### config.mk
export PLATFORM = sky130hd
export DESIGN_NAME = spi_arbiter
export DESIGN_NICKNAME = d
export VERILOG_FILES = /design/src/rtl/spi_arbiter.sv
export SDC_FILE = /design/constraint.sdc
export NUM_CORES = 1
export LEC_CHECK = 0
export CORE_MARGIN = 5
export CORE_UTILIZATION = 30
export CTS_CLUSTER_SIZE = 12
export DETAILED_ROUTE_END_ITERATION = 7
export GPL_ROUTABILITY_DRIVEN = 0
export SYNTH_ARGS = -nofsm -noshare
export SYNTH_HDL_FRONTEND = slang
export SYNTH_SLANG_ARGS = --single-unit
### constraint.sdc
create_clock -name sclk -period 1.7 [get_ports sclk]
set_clock_uncertainty 0.2 [all_clocks]
set_input_delay 0.17 -clock sclk [delete_from_list [all_inputs] [get_ports sclk]]
set_output_delay 0.17 -clock sclk [all_outputs]
set_load 0.005 [all_outputs]
### src/rtl/spi_arbiter.sv
// Round-robin arbiter and transfer sequencer for a three-slave SPI shift datapath.
// Grants one requester at a time, loads its word, selects its slave for DW shifts, then returns the exchanged byte.
module spi_arbiter #(
    parameter int DW = 8
) (
    input  logic          sclk,
    input  logic          reset,
    input  logic [2:0]    req,
    input  logic [DW-1:0] wdata0,
    input  logic [DW-1:0] wdata1,
    input  logic [DW-1:0] wdata2,
    input  logic [DW-1:0] miso_q,
    output logic          load,
    output logic [DW-1:0] datain,
    output logic          ss0,
    output logic          ss1,
    output logic          ss2,
    output logic [2:0]    gnt,
    output logic          busy,
    output logic [2:0]    done,
    output logic [DW-1:0] rdata
);

    localparam int CW = (DW > 1) ? $clog2(DW) : 1;

    typedef enum logic [1:0] {
        IDLE,
        LOAD,
        SHIFT,
        DONE
    } state_t;

    state_t        state_q;
    logic [1:0]    ptr_q;
    logic [1:0]    sel_q;
    logic [CW-1:0] cnt_q;
    logic          load_q;
    logic [DW-1:0] datain_q;
    logic [2:0]    ss_q;
    logic [2:0]    gnt_q;
    logic          busy_q;
    logic [2:0]    done_q;
    logic [DW-1:0] rdata_q;

    logic          winValid_d;
    logic [1:0]    win_d;
    logic [1:0]    cand_d;
    logic [DW-1:0] wsel_d;

    // Search starts at the pointer and wraps modulo 3; the first pending request wins.
    always_comb begin
        winValid_d = 1'b0;
        win_d      = 2'd0;
        cand_d     = ptr_q;
        for (int i = 0; i < 3; i++) begin
            if (!winValid_d && req[cand_d]) begin
                winValid_d = 1'b1;
                win_d      = cand_d;
            end
            cand_d = (cand_d == 2'd2) ? 2'd0 : cand_d + 2'd1;
        end
    end

    always_comb begin
        case (win_d)
            2'd0:    wsel_d = wdata0;
            2'd1:    wsel_d = wdata1;
            default: wsel_d = wdata2;
        endcase
    end

    always_ff @(posedge sclk or negedge reset) begin
        if (!reset) begin
            state_q  <= IDLE;
            ptr_q    <= 2'd0;
            sel_q    <= 2'd0;
            cnt_q    <= '0;
            load_q   <= 1'b0;
            datain_q <= '0;
            ss_q     <= 3'b111;
            gnt_q    <= 3'b000;
            busy_q   <= 1'b0;
            done_q   <= 3'b000;
            rdata_q  <= '0;
        end else begin
            done_q <= 3'b000;
            case (state_q)
                IDLE: begin
                    if (winValid_d) begin
                        sel_q    <= win_d;
                        datain_q <= wsel_d;
                        gnt_q    <= 3'b001 << win_d;
                        load_q   <= 1'b1;
                        busy_q   <= 1'b1;
                        state_q  <= LOAD;
                    end
                end
                LOAD: begin
                    // Select goes low only once load has dropped, so the two never overlap.
                    load_q  <= 1'b0;
                    ss_q    <= ~(3'b001 << sel_q);
                    cnt_q   <= '0;
                    state_q <= SHIFT;
                end
                SHIFT: begin
                    cnt_q <= cnt_q + 1'b1;
                    if (cnt_q == CW'(DW - 1)) begin
                        ss_q    <= 3'b111;
                        state_q <= DONE;
                    end
                end
                DONE: begin
                    rdata_q <= miso_q;
                    done_q  <= 3'b001 << sel_q;
                    gnt_q   <= 3'b000;
                    busy_q  <= 1'b0;
                    ptr_q   <= (sel_q == 2'd2) ? 2'd0 : sel_q + 2'd1;
                    state_q <= IDLE;
                end
                default: state_q <= IDLE;
            endcase
        end
    end

    assign load   = load_q;
    assign datain = datain_q;
    assign ss0    = ss_q[0];
    assign ss1    = ss_q[1];
    assign ss2    = ss_q[2];
    assign gnt    = gnt_q;
    assign busy   = busy_q;
    assign done   = done_q;
    assign rdata  = rdata_q;

endmodule

==> results of run 1 <==
-- placed cells by master, fill, tap and decap left out, drive strengths merged, types with 5 or more instances in the layout --
| cell type | Yosys | final |
|---|---|---|
| nand2 | 8 | 8 |
| clkbuf | 2 | 8 |
| inv | 10 | 10 |
| buf | 6 | 16 |
| a21oi | 5 | 5 |
| dfrtp | 33 | 33 |
| ha | 7 | 7 |
| o21ai | 25 | 25 |
| a22oi | 16 | 16 |
| clkdlybuf4s50 | 0 | 59 |
| mux2 | 9 | 9 |
-- stage by stage --
stage | util (%) | setup WS, ps
5_1_grt | 48.8 | 1.58
3_5_place_dp | 45.8 | -293
6_report | 48.8 | 63.0
3_3_place_gp | 45.8 | -195
2_1_floorplan | - | -29.5
4_1_cts | 47.8 | 2.80
-- critical path: stages (launching register included) --
cell and delay (ps):
sky130_fd_sc_hd__dfrtp_1 430, sky130_fd_sc_hd__nand2_2 110, sky130_fd_sc_hd__a211oi_2 260, sky130_fd_sc_hd__and2_4 200
sky130_fd_sc_hd__a21oi_4 40, sky130_fd_sc_hd__mux2_4 290
-- cell families (layout without fill, tap and decap cells) --
family,Yosys count,in the layout
AOI/OAI and AO/OA,54,54
muxes,11,11
DFF,36,36
buffers and inverters,18,97
and+or+nand+nor,25,26
adders and majority gates,7,7
-- power by group --
| group | total, mW | switching (mW) | internal [mW] | leakage [nW] |
|---|---|---|---|---|
| combinational | 2.35 | 0.951 | 1.40 | 0.658 |
| clock | 0.626 | 0.296 | 0.331 | 0.0455 |
| sequential | 1.52 | 0.242 | 1.28 | 0.446 |
| total | 4.50 | 1.49 | 3.01 | 1.15 |
-- worst paths after layout --
path	to	cells past startpoint
setup / recovery	state_q[1]$_DFFE_PN0P_	5
hold / removal	cnt_q[1]$_DFFE_PN0P_	3
setup reg to reg	state_q[1]$_DFFE_PN0P_	5
hold reg to reg	busy$_DFFE_PN0P_	1
max in group asynchronous	ss_q[2]$_DFFE_PN1P_	3
min in group sclk	rdata[7]$_DFFE_PN0P_	2
-- repair_timing --
| action | 4_1_cts | 5_1_grt |
|---|---|---|
| buffers inserted | 1 | 1 |
| endpoints found under the hold margin | 33 | 0 |
| hold buffers | 1 | 0 |
| setup endpoints to repair | 7 | 10 |
| gates cloned | 0 | 1 |
| pin swaps | 0 | 2 |
| gates resized for setup | 4 | 11 |
-- state kept, by name, summed over array words and instances (netlist names) --
signal   flops
datain       8
rdata        8
cnt_q        3
done         3
gnt          3
ss_q         3
ptr_q        2
sel_q        2
state_q      2
busy         1
load         1
-- area by class of cell --
class | count | area [um^2]
fillers | 541 | 2800
flip-flops and latches | 36 | 905
repair buffers | 79 | 786
multi-input cells | 98 | 763
clock buffers | 8 | 90.1
well taps | 72 | 90.1
inverters | 10 | 37.5
-- synth_stat cells (3+ instances only) --
library cell / instances / share of area [%]
sky130_fd_sc_hd__mux2_2: 8 / 5.4
sky130_fd_sc_hd__nand2_1: 7 / 1.6
sky130_fd_sc_hd__buf_2: 5 / 1.5
sky130_fd_sc_hd__inv_1: 10 / 2.2
sky130_fd_sc_hd__o21ai_0: 22 / 6.5
sky130_fd_sc_hd__o21ai_1: 3 / 0.89
sky130_fd_sc_hd__nor2b_1: 3 / 1.1
sky130_fd_sc_hd__a21o_1: 3 / 1.3
sky130_fd_sc_hd__nand3_1: 3 / 0.89
sky130_fd_sc_hd__a22oi_1: 16 / 7.1
sky130_fd_sc_hd__dfrtp_1: 33 / 49
sky130_fd_sc_hd__dfstp_2: 3 / 4.7
sky130_fd_sc_hd__a21oi_1: 4 / 1.2
sky130_fd_sc_hd__ha_1: 7 / 5.2
-- layer usage --
layer	vias up	global-route usage (%)	routed length, um	part of all wire (%)
met4	0	3.45	40	0.93
met5	-	0	0	0
met1	660	15.2	1850	43
met3	6	5.34	288	6.7
met2	33	18.7	2110	49
li1	700	-	-	-
==> flow_summary.toml, run 1 <==
[status]
status = "complete, no violations"

[timing]
period_share_pct = 96.3
setup-violations-final = 0
tightest_slew_ps = 461
rsz_0062_raised_after_global_routing = "no"
final.setup.tns_ps = 0
maxSlewHeadroom_pct = 69.3
max_clock_freq_ghz = 0.611
finalWorstPathRequiredPeriod_ps = 1640
timing.final.hold_violations = 0
whs_ps = 254
finalMaxSlewViolations = 0

[drt]
number_of_antenna_violating_nets_in_the_routed_design = 0
detail_route.vias_per_cell = 4.62
routed_wirelength_um = 4290
drt-pass1-iter-count = 4
routed-via-count = 1399
post-route-drc-count = 0
wl_per_cell_um = 14.1
drt_first_iter_violations = 64

[floorplan]
design.die.area_um2 = 7200
floorplan.io_pins = 64
core_area_um2 = 5470
dieHeight_um = 84.9
chipWidth_um = 84.9
initial_standard_cell_utilization_of_the_core_pct = 30.7
fp_rows = 27

[critical_path]
worstPathMaxFanout = 5
cp-startpoint = "ptr_q[0]$_DFFE_PN0P_"
worst_ep_required_time_ps = 1670
setup.worst_path.end_class = "flip-flop"
r2r_slack_ps = 60
worst_ep_arrival_time_ps = 1610
worstSetupStartpointType = "flip-flop"
source_of_the_worst_register_to_register_timing_path = "ptr_q[0]$_DFFE_PN0P_"
path_class = "reg -> reg"

[finish]
final_layout_size_suffix_gt1_share_pct = 20.8
stdcell_count = 303
final_area_um2 = 2670
n_antenna_cell = 0
area_delta_synth_final_pct = 58.9
num-nets-final = 274

[grt]
number_of_global_route_vias_before_repair = 1405
total_global_route_track_usage_pct = 12.0
first_pass_grt_wire_length_um = 6830
overflow_after_grt = 0
grt_max_degree = 37
antenna_found_initial = 0

[synth]
post_synth_instance_area_um2 = 1680
synth.avg_cell_area_um2 = 11.1
synthMuxAreaShare_pct = 7.44
synth_async_sr_flop_share_pct = 100
sequential_area_share_after_synthesis_pct = 53.8
synthesized_area_fraction_occupied_by_ao_oa_aoi_and_oai_cells_pct = 20.8
post_synth_xor_area_fraction_pct = 0
netlist_instances = 151
synthDistinctLibCells = 31
synthSimpleGateAreaFrac_pct = 7.96
yosys_warnings = 0
synth-adder-area-share_pct = 5.21
synth_edf_count = 0
synth_nets = 195
yosys_most_used_dff = "sky130_fd_sc_hd__dfrtp_1"
synth.ff_latch_count = 36
largest_family_of_logic_cells_by_synthesized_area = "compound AO/OA/AOI/OAI gates"

[clock_network]
h-tree-depth = 2
clk_latency_ps = 280
number_of_buffers_created_by_cts = 5
worst_setup_hold_path_clk_slew_ps = 70
cts.sinks = 36
cts_root_buf = "sky130_fd_sc_hd__clkbuf_8"
clock_path_buffers = 2
cts_tree = "built"

[flow_run]
cap_violations = 0

[pwr]
leakage_nw = 1.15
power_dens_cells_nw_per_um2 = 1680
power.ir.vdd_worst_uv = 782
fin_total_pwr_mw = 4.50

[placement]
half_perimeter_wire_length_after_placement_um = 2940
postPlaceCellArea_um2 = 2510
number_of_buffer_cells_added_on_primary_ports = 63
post-place-cells = 291

[worst_hold_path]
worst_hold_path_type = "in -> async"
Power figures use the tool's default switching activity.
==> inputs of run 2 (changes only) <==
--- a/config.mk
+++ b/config.mk
@@ -5,6 +5,7 @@
 export SDC_FILE = /design/constraint.sdc
 export NUM_CORES = 1
 export LEC_CHECK = 0
+export CORE_ASPECT_RATIO = 0.8
 export CORE_MARGIN = 5
 export CORE_UTILIZATION = 30
 export CTS_CLUSTER_SIZE = 12
==> run 2 against run 1 <==
Compared with the run above: flip-flop and latch count unchanged; setup slack better by 11 ps; worst hold slack worse by 92 ps; total power down 1.9%; combinational power down 3%; global-route usage down 0.12 points; sequential power about the same; die area up 0.13%; critical endpoint unchanged.
==> flow_summary.toml, run 2 (synthesis gave the netlist of run 1 again) <==
[floorplan]
dieHeight_um = 77.0
fp_rows = 24
initial_standard_cell_utilization_of_the_core_pct = 30.9
floorplan.io_pins = 64
chipWidth_um = 93.7
core_area_um2 = 5440
design.die.area_um2 = 7210

[clock_network]
clk_latency_ps = 280
clock_path_buffers = 2
h-tree-depth = 2
cts_root_buf = "sky130_fd_sc_hd__clkbuf_8"
cts.sinks = 36
worst_setup_hold_path_clk_slew_ps = 80
cts_tree = "built"
number_of_buffers_created_by_cts = 5

[pwr]
power.ir.vdd_worst_uv = 715
leakage_nw = 1.14
internal_power_mw = 2.94
power_frac_comb_pct = 51.6
power_dens_cells_nw_per_um2 = 1650
share_clk_of_total_power_pct = 14.0
power.switching_mw = 1.47
p_sw_share_pct = 33.2
seqPwrFrac_pct = 34.4

[drt]
wl_per_cell_um = 13.9
routed_wirelength_um = 4300
drt-pass1-iter-count = 4
detail_route.vias_per_cell = 4.57
drt_first_iter_violations = 36
number_of_antenna_violating_nets_in_the_routed_design = 0
post-route-drc-count = 0
routed-via-count = 1411

[grt]
antenna_found_initial = 0
total_global_route_track_usage_pct = 11.9
number_of_global_route_vias_before_repair = 1379
first_pass_grt_wire_length_um = 6840
overflow_after_grt = 0
grt_max_degree = 20

[critical_path]
endpoint = "state_q[1]$_DFFE_PN0P_"
setup.worst_path.end_class = "flip-flop"
worst_ep_required_time_ps = 1660
worstPathMaxFanout = 5
timing.reg2reg.worst_path_depth = 5
r2r_slack_ps = 70
source_of_the_worst_register_to_register_timing_path = "ptr_q[0]$_DFFE_PN0P_"
critical_path.reg2reg.endpoint = "state_q[1]$_DFFE_PN0P_"
worstSetupStartpointType = "flip-flop"
worst_ep_arrival_time_ps = 1590
path_class = "reg -> reg"
cp-startpoint = "ptr_q[0]$_DFFE_PN0P_"

[finish]
num-nets-final = 274
final-seq-area_um2 = 906
area_delta_synth_final_pct = 58.6
mostFrequentLayoutCell = "sky130_fd_sc_hd__clkdlybuf4s50_1"
final_layout_size_suffix_gt1_share_pct = 22.9
fillers = 540
total_area_of_multi_input_combinational_cells_um2 = 779
final_area_um2 = 2670
n_antenna_cell = 0
most-common-layout-cells = "sky130_fd_sc_hd__clkdlybuf4s50_1, sky130_fd_sc_hd__dfrtp_1, sky130_fd_sc_hd__o21ai_0, sky130_fd_sc_hd__buf_4, sky130_fd_sc_hd__a22oi_1"

[placement]
number_of_buffer_cells_added_on_primary_ports = 63
postPlaceCellArea_um2 = 2490
half_perimeter_wire_length_after_placement_um = 3200

[worst_hold_path]
worst_hold_path_type = "in -> async"

[timing]
finalMaxSlewViolations = 0
tightest_slew_ps = 451
period_share_pct = 95.6
max_clock_freq_ghz = 0.615
maxSlewHeadroom_pct = 69.9
whs_ps = 162
setup-violations-final = 0
finalWorstPathRequiredPeriod_ps = 1630
timing.final.hold_violations = 0

[flow_run]
cap_violations = 0

[status]
status = "complete, no violations"
==> run 2: worst max-delay path, stage by stage (launching register included) <==
cell and delay (ps):
sky130_fd_sc_hd__dfrtp_2 410, sky130_fd_sc_hd__nand2_2 90, sky130_fd_sc_hd__a211oi_2 270, sky130_fd_sc_hd__and2_4 200
sky130_fd_sc_hd__a21oi_4 40, sky130_fd_sc_hd__mux2_4 300
==> run 2: routing by layer <==
| layer | track usage, % | vias to the layer above | wire length [um] |
|---|---|---|---|
| met5 | 0 | - | 0 |
| met4 | 2.16 | 0 | 32 |
| met3 | 4.99 | 5 | 329 |
| met2 | 18.8 | 37 | 2050 |
| met1 | 15.4 | 673 | 1900 |
| li1 | - | 696 | - |
==> run 2: power groups by stage <==
stage | clock [mW] | sequential (mW) | combinational [mW]
floorplan | 0 | 1.54 | 1.08
global placement | 0 | 1.52 | 2.16
detailed placement | 0 | 1.53 | 2.20
CTS | 0.641 | 1.52 | 2.24
global route | 0.679 | 1.58 | 2.51
finish | 0.618 | 1.52 | 2.27
==> run 2: what timing repair did <==
action	in CTS	in global routing
hold buffers	1	0
setup endpoints to repair	3	13
hold endpoints to repair	17	0
pin swaps	0	2
cloned	0	1
setup buffers	0	0
gates resized for setup	4	17
==> run 2: cell type report <==
type	count	share of cell area [%]
clock buffers	8	3.38
inverters	10	1.41
multi-input cells	98	29.2
flip-flops and latches	36	34.0
well taps	78	3.66
repair buffers	79	28.3
==> run 2: worst min-delay path by stage <==
stage / startpoint / slack (ps) / endpoint / depth (start not counted)
final: reset / 160 / gnt[1]$_DFFE_PN0P_ / 2
after global routing: reset / 230 / cnt_q[1]$_DFFE_PN0P_ / 2
after CTS: reset / 180 / gnt[1]$_DFFE_PN0P_ / 2
after detailed placement: reset / -50 / cnt_q[1]$_DFFE_PN0P_ / 1
after global placement: reset / -50 / cnt_q[1]$_DFFE_PN0P_ / 1
after floorplan: reset / -330 / busy$_DFFE_PN0P_ / 0
==> run 2: stage by stage <==
stage / worst slack (ps) / utilization [%] / instances / TNS (ps) / power [mW]
3_5_place_dp: -279 / 45.8 / 299 / -3010 / 3.73
6_report: 74.0 / 49.1 / 309 / 0 / 4.41
4_1_cts: 3.61 / 47.8 / 308 / 0 / 4.40
5_1_grt: -4.40 / 49.1 / 309 / -4.40 / 4.76
3_3_place_gp: -223 / 45.8 / 299 / -2720 / 3.68
2_1_floorplan: -29.5 / - / 151 / -29.5 / 2.63
==> inputs of run 3 (changes only) <==
--- a/config.mk
+++ b/config.mk
@@ -7,10 +7,11 @@
 export LEC_CHECK = 0
 export CORE_ASPECT_RATIO = 0.8
 export CORE_MARGIN = 5
-export CORE_UTILIZATION = 30
+export CORE_UTILIZATION = 39
 export CTS_CLUSTER_SIZE = 12
 export DETAILED_ROUTE_END_ITERATION = 7
 export GPL_ROUTABILITY_DRIVEN = 0
+export PLACE_DENSITY = 0.75
 export SYNTH_ARGS = -nofsm -noshare
 export SYNTH_HDL_FRONTEND = slang
 export SYNTH_SLANG_ARGS = --single-unit
==> run 3 against run 2 <==
Compared with the run above: clock-buffer cell count decreased by 2; total power is 6.9% higher; combinational power rose by 7%.
==> flow_summary.toml, run 3 (synthesis gave the netlist of run 1 again) <==
[grt]
overflow_after_grt = 0
groute.layer.met3.usage_pct = 5.94
grt_max_degree = 20
global_route_met1_utilization_pct = 18.3
first_pass_grt_wire_length_um = 6800
grt_most_used_layer = "met2"
number_of_global_route_vias_before_repair = 1430
total_global_route_track_usage_pct = 15.4
antenna_found_initial = 0
globalRouteMet2Util_pct = 25.8

[drt]
routed_wirelength_um = 4430
drt-pass1-iter-count = 4
wl_per_cell_um = 15.2
post-route-drc-count = 0
detail_route.vias_per_cell = 5.07
number_of_antenna_violating_nets_in_the_routed_design = 0
routed-via-count = 1480
drt_first_iter_violations = 56

[timing]
period_share_pct = 96.6
finalMaxSlewViolations = 0
setup-violations-final = 0
tightest_slew_ps = 432
maxSlewHeadroom_pct = 71.2
timing.final.hold_violations = 0
rsz_0062_raised_after_global_routing = "yes"
final.setup.tns_ps = 0
finalWorstPathRequiredPeriod_ps = 1640
setup_ws_ps = 57.8
max_clock_freq_ghz = 0.609

[clock_network]
h-tree-depth = 2
cts_root_buf = "sky130_fd_sc_hd__clkbuf_8"
worst_setup_hold_path_clk_slew_ps = 80
cts.sinks = 36
clk_latency_ps = 290
number_of_buffers_created_by_cts = 5
clock_path_buffers = 2
cts_tree = "built"

[floorplan]
floorplan.io_pins = 64
core_area_um2 = 4180
initial_standard_cell_utilization_of_the_core_pct = 40.3
fp_rows = 21
design.die.area_um2 = 5730
chipWidth_um = 83.4
dieHeight_um = 68.7

[critical_path]
r2r_slack_ps = 60
timing.reg2reg.worst_path_depth = 5
crit_chain = "nand2_2 > a211oi_4 > and2_4 > a21oi_4 > mux2_4"
worstPathMaxFanout = 5
cpPeakStageDelay_ps = 410
crit_slowest_cell = "sky130_fd_sc_hd__dfrtp_2"
worstSetupStartpointType = "flip-flop"
critical_path.reg2reg.endpoint = "state_q[1]$_DFFE_PN0P_"
source_of_the_worst_register_to_register_timing_path = "ptr_q[0]$_DFFE_PN0P_"
path_class = "reg -> reg"
worst_ep_required_time_ps = 1680
worst_ep_arrival_time_ps = 1630
setup.worst_path.end_class = "flip-flop"

[placement]
number_of_buffer_cells_added_on_primary_ports = 63
post-place-cells = 277
half_perimeter_wire_length_after_placement_um = 3140
post_place_setup_slack_ps = -352

[finish]
final-seq-area_um2 = 906
most-common-layout-cells = "sky130_fd_sc_hd__clkdlybuf4s50_1, sky130_fd_sc_hd__dfrtp_1, sky130_fd_sc_hd__o21ai_0, sky130_fd_sc_hd__a22oi_1, sky130_fd_sc_hd__buf_4"
area_delta_synth_final_pct = 61.6
n_antenna_cell = 0
total_area_of_multi_input_combinational_cells_um2 = 777
final_layout_size_suffix_gt1_share_pct = 23.8
mostFrequentLayoutCell = "sky130_fd_sc_hd__clkdlybuf4s50_1"
stdcell_count = 292
fillers = 331
num-nets-final = 278

[flow_run]
cap_violations = 0

[status]
status = "complete, no violations"

[worst_hold_path]
worst_hold_path_type = "in -> async"

[pwr]
power_dens_cells_nw_per_um2 = 1730
leakage_nw = 1.18
power.ir.vdd_worst_uv = 848
==> run 3: cell count changes in the layout (fill, tap and decap cells not counted), sizes merged <==
cell / change
dlygate4sd2: +1
clkdlybuf4s50: -1
clkinv: +1
buf: +4
bufinv: +1
clkbuf: -2
==> run 3: report_power, final <==
| part | switching [mW] | internal (mW) |
|---|---|---|
| sequential | 0.256 | 1.28 |
| combinational | 0.971 | 1.46 |
| clock | 0.312 | 0.435 |
| total | 1.54 | 3.17 |
==> run 3: worst max path at each step <==
| stage | start | endpoint | slack, ps | cells past startpoint |
|---|---|---|---|---|
| 2_1_floorplan | state_q[0]$_DFFE_PN0P_ | state_q[1]$_DFFE_PN0P_ | -30 | 7 |
| 3_3_place_gp | req[2] | datain[5]$_DFFE_PN0P_ | -200 | 6 |
| 3_5_place_dp | req[2] | datain[5]$_DFFE_PN0P_ | -350 | 6 |
| 4_1_cts | state_q[1]$_DFFE_PN0P_ | datain[5]$_DFFE_PN0P_ | 30 | 7 |
| 5_1_grt | ptr_q[0]$_DFFE_PN0P_ | datain[5]$_DFFE_PN0P_ | -10 | 6 |
| 6_report | ptr_q[0]$_DFFE_PN0P_ | state_q[1]$_DFFE_PN0P_ | 60 | 5 |
==> run 3: routing by layer <==
| layer | routed length, um | up-vias |
|---|---|---|
| li1 | - | 706 |
| met3 | 313 | 7 |
| met1 | 1880 | 722 |
| met2 | 2180 | 45 |
| met4 | 59 | 0 |
| met5 | 0 | - |
==> run 3: stage by stage <==
stage	power, mW	util, %	cell area (um^2)	hold WS (ps)
after global routing	5.07	65.0	2720	189
after CTS	4.55	62.5	2610	151
after floorplan	2.63	-	1710	-326
after detailed placement	3.75	59.4	2480	-66.7
after global placement	3.69	59.4	2480	-65.1
final	4.71	65.0	2720	144
==> run 3: layout make-up <==
cell class / count / area share [%]
clock buffer: 6 / 2.67
timing repair buffer: 83 / 30.1
inverter: 10 / 1.38
sequential: 36 / 33.3
tap: 57 / 2.62
multi-input combinational: 98 / 28.6
clock inverter: 2 / 1.29
==> run 3: worst max-delay path, delay by kind of cell (launching register included) <==
family,cells,cell delay [ps]
mux,1,300
flops,1,410
simple gates,2,300
compound gates,2,320
==> run 3: repair_timing <==
item                                   CTS  global route
gates resized for setup                  7            15
buffers inserted                         0             5
setup endpoints to repair               13            12
gates cloned                             0             1
endpoints found under the hold margin   36             0
hold buffers                             1             0
pin swaps                                1             2
==> patch 1 (settings of run 2) <==
Set the parameter `DW` to 16 (it was 8).
--- a/src/rtl/spi_arbiter.sv
+++ b/src/rtl/spi_arbiter.sv
@@ -2,5 +2,5 @@
 // Grants one requester at a time, loads its word, selects its slave for DW shifts, then returns the exchanged byte.
 module spi_arbiter #(
-    parameter int DW = 8
+    parameter int DW = 16
 ) (
     input  logic          sclk,
Ports: changed (6 resized); port bits go from 64 to 112. No check against the original RTL was run, so the function may have changed too.
==> patch 1 against run 2 <==
Utilization grew 1.2 points. Critical endpoint unchanged. Setup slack got worse by 0.052 ns. Largest power group unchanged. Die area is 52% higher. Via count increased by 59%. Clock power grew 58%. Final area increased by 63%. Power up 60%. Non-clock buffer count increased by 63. Synthesized area rose by 60%. Maximum frequency is 3.1% lower. Wire length is 73% higher. Critical path type unchanged. Sequential cell count rose by 17. Count of clock-buffer cells in the layout decreased by 1.
==> patch 1: results (changes against run 2) <==
Largest stage delay, worst path 0.38 ns (-0.03 ns); fin nets 436 (+59%); CTS H-tree lvls 2 (unchanged); DRT iter0 DRCs 102 (+180%); Setup Fix Bufs, Post-CTS 0 (unchanged); Setup CP Type reg2reg; inverter count 10 (unchanged); LEAKAGE 1.80 nW (+58%); worst-case reg-to-reg path depth 6 (+1); port bufs 111 (+76%); WP data arrival 1.66 ns (+0.07 ns); Worst-path clk slew 0.07 ns; vias in the first global route 2,377 (+72%); critical register-to-register path startpoint state_q[0]; share of cells above drive strength 1 0.285 (+0.0551); total CTS buffers 5 (unchanged); post-cts gate resize count 8 (+4); storage element area 0.00133 mm^2 (+47%); synthesized net count 302 (+55%); Async SR Flop Fraction 1.00 (unchanged); sequential cell count 53 (+47%); first-pass GRT wire length 12,000 um (+75%); fraction of area in multi-input gates 0.297 (+0.00439); clk buf depth 2 (unchanged); cts hold-fix bufs 1 (unchanged); top cells by count, synth 50 x dfrtp_1, 24 x a22oi_1, 17 x and3_1; buffers outside the clock class 142 (+80%); largest net degree at the start of global routing 40 (+100%); total number of vias 2,246 (+59%); initial antenna violation count 0 (unchanged); Layout fillers 799 (+48%); met3 GRT Util 0.0391 (-0.0108); cell family with most CP delay flip-flops; met1 global-route usage 0.192 (+0.0377); worst skew pair latency 0.30 ns (+0.02 ns); relative slew slack 0.760 (+0.0608); All-Layer GR Usage 0.138 (+0.0185); antenna cells 0 (unchanged); status completed; Worst VDD drop 0.634 mV (-11%); Worst R2R Setup Slack 0.02 ns (-0.05 ns); GR Util met2 0.208 (+0.0200); library cells used by synthesis 47 (+52%); ranking of synthesized cells by area dfrtp_1 46%, a22oi_1 6.7%, mux2_2 6.7%, and3_1 3.9%, a22oi_2 3.7%; Post-Route WL 7440 um (+73%); met1 wire length 3570 um (+88%); hold crit path type in2async; comb_multi_in 149 (+52%); clock buffers 7 (-1); metal2 WL 3240 um (+58%); Pre-Repair DR Iteration Count 4 (unchanged); buffering overhead 0.323 (+0.0398); met3 WL 542 um (+65%); worst-path fanout max 4 (-1); Crit-path slowest cell dfrtp_1; Seq/Total Area, Yosys 0.494 (-0.0440); Clock Tree Root clkbuf_16; Clock-cell share 0.0317 (-0.00210); hpwl dp 5750 um (+80%)
## patch 1: cell types whose count changed in the layout (fill, tap and decap cells not counted), sizes merged, moves of 3 or more
cell,before,now
buf,16,31
dfrtp,33,50
clkdlybuf4s50,59,107
nand2,8,11
and3,1,17
nor2,2,5
a22oi,16,32
mux2,9,17
## patch 1: through the flow
stage	setup slack, ns	area [um^2]	hold slack (ns)	cells
global placement	-0.192	4110	-0.0986	464
global route	-0.0872	4340	0.168	474
CTS	-0.00102	4270	0.138	473
floorplan	-0.116	2710	-0.326	227
finish	0.0221	4340	0.124	474
detailed placement	-0.238	4110	-0.0949	464
## patch 1: cells by family after synthesis
logic type	synth area share
compound gates	0.239
xor+xnor	0.00325
fa+ha+maj	0.0279
buf+inv	0.0604
flops	0.494
mux	0.0813
simple gates	0.0939
## patch 1: power by group
group,total [mW],switching [mW],internal (mW)
logic,3.82,1.53,2.29
clock network,0.975,0.430,0.545
registers,2.25,0.390,1.86
==> patch 2 (config.mk and constraints of run 2) <==
Made on the original files. The 4 states of `state_t` get a one-hot encoding in 4 bits.
--- a/src/rtl/spi_arbiter.sv
+++ b/src/rtl/spi_arbiter.sv
@@ -24,9 +24,9 @@
     localparam int CW = (DW > 1) ? $clog2(DW) : 1;
 
-    typedef enum logic [1:0] {
-        IDLE,
-        LOAD,
-        SHIFT,
-        DONE
+    typedef enum logic [3:0] {
+        IDLE  = 4'b0001,
+        LOAD  = 4'b0010,
+        SHIFT = 4'b0100,
+        DONE  = 4'b1000
     } state_t;
 
Check against the original RTL: no difference found for any inputs over 10 cycles, from zero or initial values and one cycle with reset low; not proved beyond that.
==> patch 2 against run 2 <==
The flow now finishes with violations (setup timing). Final area grew 1.1%. Setup slack worse by 0.12 ns. Via count up 5.3%. Power fell by 23%. Largest cell class unchanged. Final cell count is 4.2% higher. Wire length up 3.2%. Synthesized area increased by 3.3%. Sequential cell count grew 2.
==> patch 2: results (changes against run 2) <==
worst-path fanout max 4 (-1); PnR worst setup slack -0.0501 ns (-0.124 ns); failing checks setup timing; status complete, but fails checks; Worst VDD drop 0.690 mV (-3.6%); first-pass GRT wire length 7400 um (+8.3%); Layout fillers 551 (+2.0%); Pre-Repair DR Iteration Count 4 (unchanged); All-Layer GR Usage 0.126 (+0.00722); WL/cell 13.8 um (-0.98%); met3 GRT Util 0.0459 (-0.00401); DP Worst Slack -0.264 ns (+0.0149 ns); share of cells above drive strength 1 0.205 (-0.0245); Least-Margin Pin Slew 0.478 ns (+0.0269 ns); Seq/Total Area, Yosys 0.550 (+0.0121); GR Util met2 0.174 (-0.0138); vias in the first global route 1,537 (+11%); synthesized net count 198 (+1.5%); library cells used by synthesis 36 (+16%); synthesis warning total 0 (unchanged); met1 global-route usage 0.184 (+0.0294); largest net degree at the start of global routing 39 (+95%); hold crit path type in2reg; LEAKAGE 1.17 nW (+2.4%); ranking of synthesized cells by area dfrtp_1 49%, dfstp_2 6.0%, nand2_1 6.0%, nor4b_4 4.1%, a31oi_1 3.2%; top cells by count, synth 34 x dfrtp_1, 28 x nand2_1, 14 x nor2_1; fin nets 282 (+2.9%); hpwl dp 3230 um (+0.97%); WP data arrival 1.72 ns (+0.13 ns); Setup-failing EPs final 4 (+4)
## patch 2: routing by layer
| layer | up-vias | routed length, um | share of wire |
|---|---|---|---|
| met1 | 697 | 2250 | 0.51 |
| met4 | 0 | 37 | 0.0083 |
| met5 | - | 0 | 0 |
| li1 | 745 | - | - |
| met2 | 40 | 1850 | 0.42 |
| met3 | 4 | 301 | 0.068 |
## patch 2: final cells by class
type	count	area, um^2	share of cell area
clock buffers	6	72.6	0.0269
clock inverters	2	10.0	0.00371
inverters	5	18.8	0.00696
multi-input cells	107	728	0.270
flip-flops and latches	38	957	0.355
well taps	78	97.6	0.0362
repair buffers	86	812	0.301
## patch 2: logic make-up after synthesis
family	count (synthesis)	synth area share
AO/OA/AOI/OAI	31	0.140
multiplexers	3	0.0194
buffers and inverters	14	0.0425
flip-flops	38	0.550
adder cells (fa/ha/maj)	2	0.0144
AND/OR/NAND/NOR	71	0.233
## patch 2: what timing repair did
| action | in CTS | in global routing |
|---|---|---|
| pin swaps | 0 | 2 |
| endpoints found under the hold margin | 34 | 0 |
| setup endpoints to repair | 9 | 21 |
| gates resized for setup | 2 | 7 |
| hold buffers | 1 | 0 |
| setup buffers | 0 | 1 |
## patch 2: through the flow
stage	TNS (ns)	std cells	area [um^2]	total power, mW
floorplan	-0.0148	159	1750	2.07
global placement	-2.14	312	2570	2.76
detailed placement	-2.82	312	2570	2.78
CTS	-0.210	321	2660	3.38
finish	-0.101	322	2700	3.38
global route	-1.23	322	2700	3.62
## patch 2: report_power, final
part	switching (mW)	internal, mW
clock network	0.317	0.285
registers	0.186	1.19
logic	0.567	0.827
## patch 2: path summary, 6_finish.rpt
path / from / endpoint / slack [ns] / cells after the start
setup reg to reg: state_q[0] / sel_q[0] / -0.05 / 4
min in group asynchronous: reset / rdata[2] / 0.26 / 3
max in group asynchronous: reset / state_q[0] / 0.68 / 3
hold reg to reg: rdata[5] / rdata[5] / 0.28 / 2
setup / recovery: state_q[0] / sel_q[0] / -0.05 / 4
hold / removal: miso_q[5] / rdata[5] / 0.21 / 3
## patch 2: worst max-delay path: stages, from the launching register on
cell and delay, ns:
dfstp_2 0.54, nor4b_4 0.21, o31a_1 0.26, buf_4 0.15, mux2_4 0.28
